File: src/rtl/mpu341_pkg.sv
// Shared MPU341 definitions: loader state encoding, nibble/word widths, default address width.
package mpu341_pkg;

  localparam int unsigned NIBBLE_W  = 4;
  localparam int unsigned PM_DATA_W = 8;
  localparam int unsigned PM_ADDR_W = 8;

  typedef enum logic [3:0] {
    StIdle,
    StLenHi,
    StLenLo,
    StDatHi,
    StDatLo,
    StChkHi,
    StChkLo,
    StDone,
    StErr
  } pm_loader_state_t;

  function automatic logic state_accepts_nibble(input pm_loader_state_t st);
    return st inside {StLenHi, StLenLo, StDatHi, StDatLo, StChkHi, StChkLo};
  endfunction

endpackage

File: src/rtl/nibble_packer.sv
// Packs a high/low nibble pair into a byte; o_byte_valid pulses on the low-nibble transfer.
module nibble_packer
  import mpu341_pkg::*;
(
  input  logic                 clk,
  input  logic                 reset_n,
  input  logic [NIBBLE_W-1:0]  i_nib,
  input  logic                 i_xfer,
  input  logic                 i_low,
  output logic [PM_DATA_W-1:0] o_byte,
  output logic                 o_byte_valid
);

  logic [NIBBLE_W-1:0] r_hi;

  always_ff @(posedge clk or negedge reset_n) begin
    if (!reset_n) begin
      r_hi <= '0;
    end else if (i_xfer && !i_low) begin
      r_hi <= i_nib;
    end
  end

  // Byte is combinational so the top can act on the same edge as the low nibble.
  assign o_byte       = {r_hi, i_nib};
  assign o_byte_valid = i_xfer && i_low;

endmodule

File: src/rtl/pm_loader.sv
// MPU341 program-memory loader: nibble stream -> 8-bit words -> program memory write port.
// Define PM_LOADER_CHECKSUM_EN to require and verify a trailing checksum byte.
module pm_loader
  import mpu341_pkg::*;
#(
  parameter int unsigned          ADDR_W    = PM_ADDR_W,
  parameter logic [ADDR_W-1:0]    BASE_ADDR = '0
) (
  input  logic                 clk,
  input  logic                 reset_n,
  input  logic                 start,
  input  logic [NIBBLE_W-1:0]  nib_in,
  input  logic                 nib_valid,
  output logic                 nib_ready,
  output logic                 pm_wr_en,
  output logic [ADDR_W-1:0]    pm_wr_addr,
  output logic [PM_DATA_W-1:0] pm_wr_data,
  output logic                 mpu_hold,
  output logic                 busy,
  output logic                 done,
  output logic                 error
);

  localparam logic [PM_DATA_W:0] MaxWords = {1'b1, {PM_DATA_W{1'b0}}};

  pm_loader_state_t     r_state;
  pm_loader_state_t     w_state_d;
  logic [PM_DATA_W:0]   r_count;
  logic [ADDR_W-1:0]    r_addr;
  logic [PM_DATA_W-1:0] w_byte;
  logic                 w_byte_valid;
  logic                 w_xfer;
  logic                 w_low;
  logic                 w_start_ok;
  logic                 w_last;

  assign w_xfer     = nib_valid && nib_ready;
  assign w_low      = r_state inside {StLenLo, StDatLo, StChkLo};
  assign w_start_ok = start && (r_state inside {StIdle, StDone, StErr});
  assign w_last     = (r_count == (PM_DATA_W+1)'(1));

  nibble_packer u_packer (
    .clk          (clk),
    .reset_n      (reset_n),
    .i_nib        (nib_in),
    .i_xfer       (w_xfer),
    .i_low        (w_low),
    .o_byte       (w_byte),
    .o_byte_valid (w_byte_valid)
  );

`ifdef PM_LOADER_CHECKSUM_EN
  logic [PM_DATA_W-1:0] r_sum;
  logic                 r_error;

  always_ff @(posedge clk or negedge reset_n) begin
    if (!reset_n) begin
      r_sum <= '0;
    end else if (w_start_ok) begin
      r_sum <= '0;
    end else if (r_state == StDatLo && w_byte_valid) begin
      r_sum <= r_sum + w_byte;
    end
  end

  assign error = r_error;
`else
  assign error = 1'b0;
`endif

  always_comb begin
    w_state_d = r_state;
    unique case (r_state)
      StIdle, StDone, StErr: if (start) w_state_d = StLenHi;
      StLenHi:               if (w_xfer) w_state_d = StLenLo;
      StLenLo:               if (w_byte_valid) w_state_d = StDatHi;
      StDatHi:               if (w_xfer) w_state_d = StDatLo;
      StDatLo: begin
        if (w_byte_valid) begin
`ifdef PM_LOADER_CHECKSUM_EN
          w_state_d = w_last ? StChkHi : StDatHi;
`else
          w_state_d = w_last ? StDone : StDatHi;
`endif
        end
      end
`ifdef PM_LOADER_CHECKSUM_EN
      StChkHi:               if (w_xfer) w_state_d = StChkLo;
      StChkLo:               if (w_byte_valid) w_state_d = (w_byte == r_sum) ? StDone : StErr;
`endif
      default:               w_state_d = StIdle;
    endcase
  end

  always_ff @(posedge clk or negedge reset_n) begin
    if (!reset_n) begin
      r_state    <= StIdle;
      nib_ready  <= 1'b0;
      pm_wr_en   <= 1'b0;
      pm_wr_addr <= BASE_ADDR;
      pm_wr_data <= '0;
      mpu_hold   <= 1'b1;
      busy       <= 1'b0;
      done       <= 1'b0;
      r_count    <= '0;
      r_addr     <= BASE_ADDR;
`ifdef PM_LOADER_CHECKSUM_EN
      r_error    <= 1'b0;
`endif
    end else begin
      r_state   <= w_state_d;
      nib_ready <= state_accepts_nibble(w_state_d);
      pm_wr_en  <= 1'b0;
      if (w_start_ok) begin
        busy     <= 1'b1;
        done     <= 1'b0;
        mpu_hold <= 1'b1;
`ifdef PM_LOADER_CHECKSUM_EN
        r_error  <= 1'b0;
`endif
      end
      if (r_state == StLenLo && w_byte_valid) begin
        // A zero length byte means a full 256-word image.
        r_count <= (w_byte == '0) ? MaxWords : {1'b0, w_byte};
        r_addr  <= BASE_ADDR;
      end
      if (r_state == StDatLo && w_byte_valid) begin
        pm_wr_en   <= 1'b1;
        pm_wr_addr <= r_addr;
        pm_wr_data <= w_byte;
        r_addr     <= r_addr + ADDR_W'(1);
        r_count    <= r_count - (PM_DATA_W+1)'(1);
      end
      if (w_state_d == StDone && r_state != StDone) begin
        busy     <= 1'b0;
        done     <= 1'b1;
        mpu_hold <= 1'b0;
      end
`ifdef PM_LOADER_CHECKSUM_EN
      if (w_state_d == StErr && r_state != StErr) begin
        busy    <= 1'b0;
        r_error <= 1'b1;
      end
`endif
    end
  end

endmodule
File: config.mk
export PLATFORM = sky130hd
export DESIGN_NAME = pm_loader
export DESIGN_NICKNAME = d
export VERILOG_FILES = /design/src/rtl/mpu341_pkg.sv /design/src/rtl/nibble_packer.sv /design/src/rtl/pm_loader.sv
export SDC_FILE = /design/constraint.sdc
export NUM_CORES = 1
export LEC_CHECK = 0
export CAP_MARGIN = 0
export CORE_MARGIN = 2
export CORE_UTILIZATION = 30
export DETAILED_ROUTE_END_ITERATION = 10
export GPL_ROUTABILITY_DRIVEN = 1
export PLACE_DENSITY_LB_ADDON = 0.3
export SETUP_SLACK_MARGIN = 0.15
export SYNTH_ARGS = -nofsm -noshare
export SYNTH_HDL_FRONTEND = slang
export SYNTH_SLANG_ARGS = --single-unit
File: constraint.sdc
create_clock -name clk -period 3 [get_ports clk]
set_input_delay 0.3 -clock clk [delete_from_list [all_inputs] [get_ports clk]]
set_output_delay 0.3 -clock clk [all_outputs]
set_load 0.01 [all_outputs]
==> results.json <==
{
  "worst-path-buf-inv": 1,
  "hold_buffers": 0,
  "cp-start-kind": "flip-flop",
  "synthCells": 222,
  "finalSetupViolCount": 0,
  "fmax_mhz": 441.7,
  "cts-buffers-inserted": 5,
  "root_buffer": "clkbuf_8",
  "die_area_mm2": 0.007885,
  "avgSynthCellArea_um2": 9.717,
  "start_util": 0.3140,
  "synth_nets": 233,
  "drv_slew": 0,
  "postLayoutCellArea_mm2": 0.002615,
  "route.detailed.drc": 0,
  "path_clk_slew_ns": 0.09,
  "postCtsSetupBuffers": 0,
  "vias": 1697,
  "drt-initial-drc-count": 107,
  "grt_max_degree": 47,
  "timing.hold.ws_ns": 0.1607,
  "status": "complete, no violations",
  "maxCapViolCount": 0,
  "netlist_area_mm2": 0.002157,
  "dp_cells": 338,
  "required_ns": 3.24,
  "power_density_mw_per_mm2": 812.6,
  "ios": 30,
  "crit_chain": "or4b_1 -> or2_1 -> inv_4 -> nand3_4 -> or4_1 -> nand3_1",
  "critPathMaxFanout": 29,
  "cts_tree": "built",
  "yosysUniqueCellTypes": 52,
  "p_leak_nw": 1.154,
  "arrival_ns": 2.50,
  "gr-total-overflow": 0,
  "hpwl_um": 3003,
  "skew_ns": 0.008853,
  "cpPeakStageDelay_ns": 0.59,
  "syn_to_final_growth_pct": 21.23,
  "tns_ns": 0,
  "numPortBuffers": 28,
  "cts.sinks": 46,
  "seq_area_frac_synth": 0.5342,
  "cts.htree.levels": 2,
  "min_period_ns": 2.264,
  "ys.warnings.count": 0,
  "core_area_mm2": 0.006869,
  "die_w_um": 88.80,
  "cts_resized": 0,
  "drive_gt1_frac": 0.08400,
  "synth_ff_type": "dfrtp_1",
  "max-clock-path-buffers": 2,
  "timing.rr.end": "r_count[6]",
  "final_cell_mix": "nand2_1 (60), dfrtp_1 (45), clkdlybuf4s50_1 (27), o21ai_0 (15), nor2_1 (9)",
  "stdcell_count": 346,
  "wl_per_cell_um": 12.83,
  "first_pass_iters": 4,
  "grt_first_pass_wirelength_um": 7721,
  "rows": 30,
  "hold_viol": 0,
  "min_path_type": "in -> async",
  "crit_family": "simple AND/OR/NAND/NOR gates",
  "cp_slowest_cell": "dfrtp_1",
  "drtAntennaViolNets": 0,
  "grt_use_total": 0.1267,
  "clk_latency_ns": 0.30,
  "layout_commonest_cell": "nand2_1",
  "worst_pin_slew_ns": 1.002,
  "dieHeight_um": 88.80,
  "placement.cell_area_mm2": 0.002505,
  "final_min_period_over_clock_period": 0.7546,
  "ys_seq_elements": 46,
  "antenna_found_initial": 0,
  "n_antenna_cell": 0,
  "rr_worst_depth": 6,
  "synth-edff-count": 0,
  "gp_congestion": 0.7971,
  "rr_startpoint": "r_state[2]",
  "via_per_inst": 4.905,
  "path_class": "reg -> reg",
  "grt_pass1_vias": 1637,
  "nets": 260,
  "rrSetupSlack_ns": 0.74,
  "crit_path_end_kind": "flip-flop",
  "wl_um": 4439,
  "rsz0062_at_grt": "false",
  "slew_headroom": 0.3322,
  "ir_worst_vdd_mv": 0.2535,
  "async_flop_share": 1.000
}
[through the flow]
stage | utilization | total power, mW | setup WS [ns]
after floorplan | - | 1.387 | 0.9812
after global placement | 0.3647 | 1.678 | 0.7832
after detailed placement | 0.3647 | 1.685 | 0.7299
after CTS | 0.3807 | 2.153 | 0.7175
after global routing | 0.3807 | 2.299 | 0.5093
final | 0.3807 | 2.125 | 0.7363
[area by class of cell]
| cell class | instances | area, um^2 |
|---|---|---|
| tap | 96 | 120.1 |
| inverter | 6 | 25.02 |
| fill | 707 | 4254 |
| sequential | 46 | 1152 |
| clock inverter | 2 | 37.54 |
| timing repair buffer | 32 | 305.3 |
| multi-input combinational | 158 | 902.1 |
| clock buffer | 6 | 72.57 |
[report_power, final]
group	switching (mW)	total, mW	internal (mW)
clock	0.209	0.458	0.249
combinational	0.332	0.687	0.355
sequential	0.181	0.980	0.799
[synth_stat cells, drive strengths merged (2+ instances only)]
library cell | instances | area share
a21oi | 4 | 0.0093
a221o | 2 | 0.0093
a31oi | 2 | 0.0058
buf | 8 | 0.029
clkbuf | 4 | 0.0070
dfrtp | 45 | 0.52
ha | 3 | 0.017
inv | 6 | 0.012
mux2 | 4 | 0.021
nand2 | 60 | 0.10
nand2b | 2 | 0.0058
nand3 | 10 | 0.031
nor2 | 9 | 0.016
nor3 | 2 | 0.0046
nor4 | 5 | 0.015
o211ai | 5 | 0.017
o21a | 3 | 0.010
o21ai | 15 | 0.035
o311ai | 2 | 0.0081
o31ai | 3 | 0.010
or2 | 2 | 0.0058
or4 | 3 | 0.010
[state kept, by name, indices dropped and copies added (netlist names), 4 cells and up]
signal and flops:
r_count 9, pm_wr_addr 8, pm_wr_data 8, r_addr 8, r_state 4, u_packer.r_hi 4
[worst max path at each step]
stage          depth (start not counted)          to  startpoint
2_1_floorplan                          9  r_count[7]  r_state[3]
3_3_place_gp                           6  r_count[6]  r_state[2]
3_5_place_dp                           6  r_count[6]  r_state[2]
4_1_cts                                6  r_count[6]  r_state[2]
5_1_grt                                6  r_count[6]  r_state[2]
6_report                               6  r_count[6]  r_state[2]
[routing by layer]
layer	up-vias	global-route usage	part of all wire
met2	32	0.2015	0.49
met5	-	0	0
met3	5	0.03731	0.039
met1	822	0.1660	0.46
li1	838	-	-
met4	0	0.04132	0.014
[cells by family (layout without fill, tap and decap cells)]
family | count (synthesis) | count (layout) | synth area share
buffers and inverters | 18 | 46 | 0.04756
multiplexers | 4 | 4 | 0.02088
other | 1 | 1 | 0.001738
adder cells (fa/ha/maj) | 3 | 3 | 0.01740
flip-flops | 46 | 46 | 0.5342
XOR/XNOR | 1 | 1 | 0.004061
AO/OA/AOI/OAI | 46 | 46 | 0.1456
AND/OR/NAND/NOR | 103 | 103 | 0.2286
No activity file was read; power rests on OpenSTA's default activity.
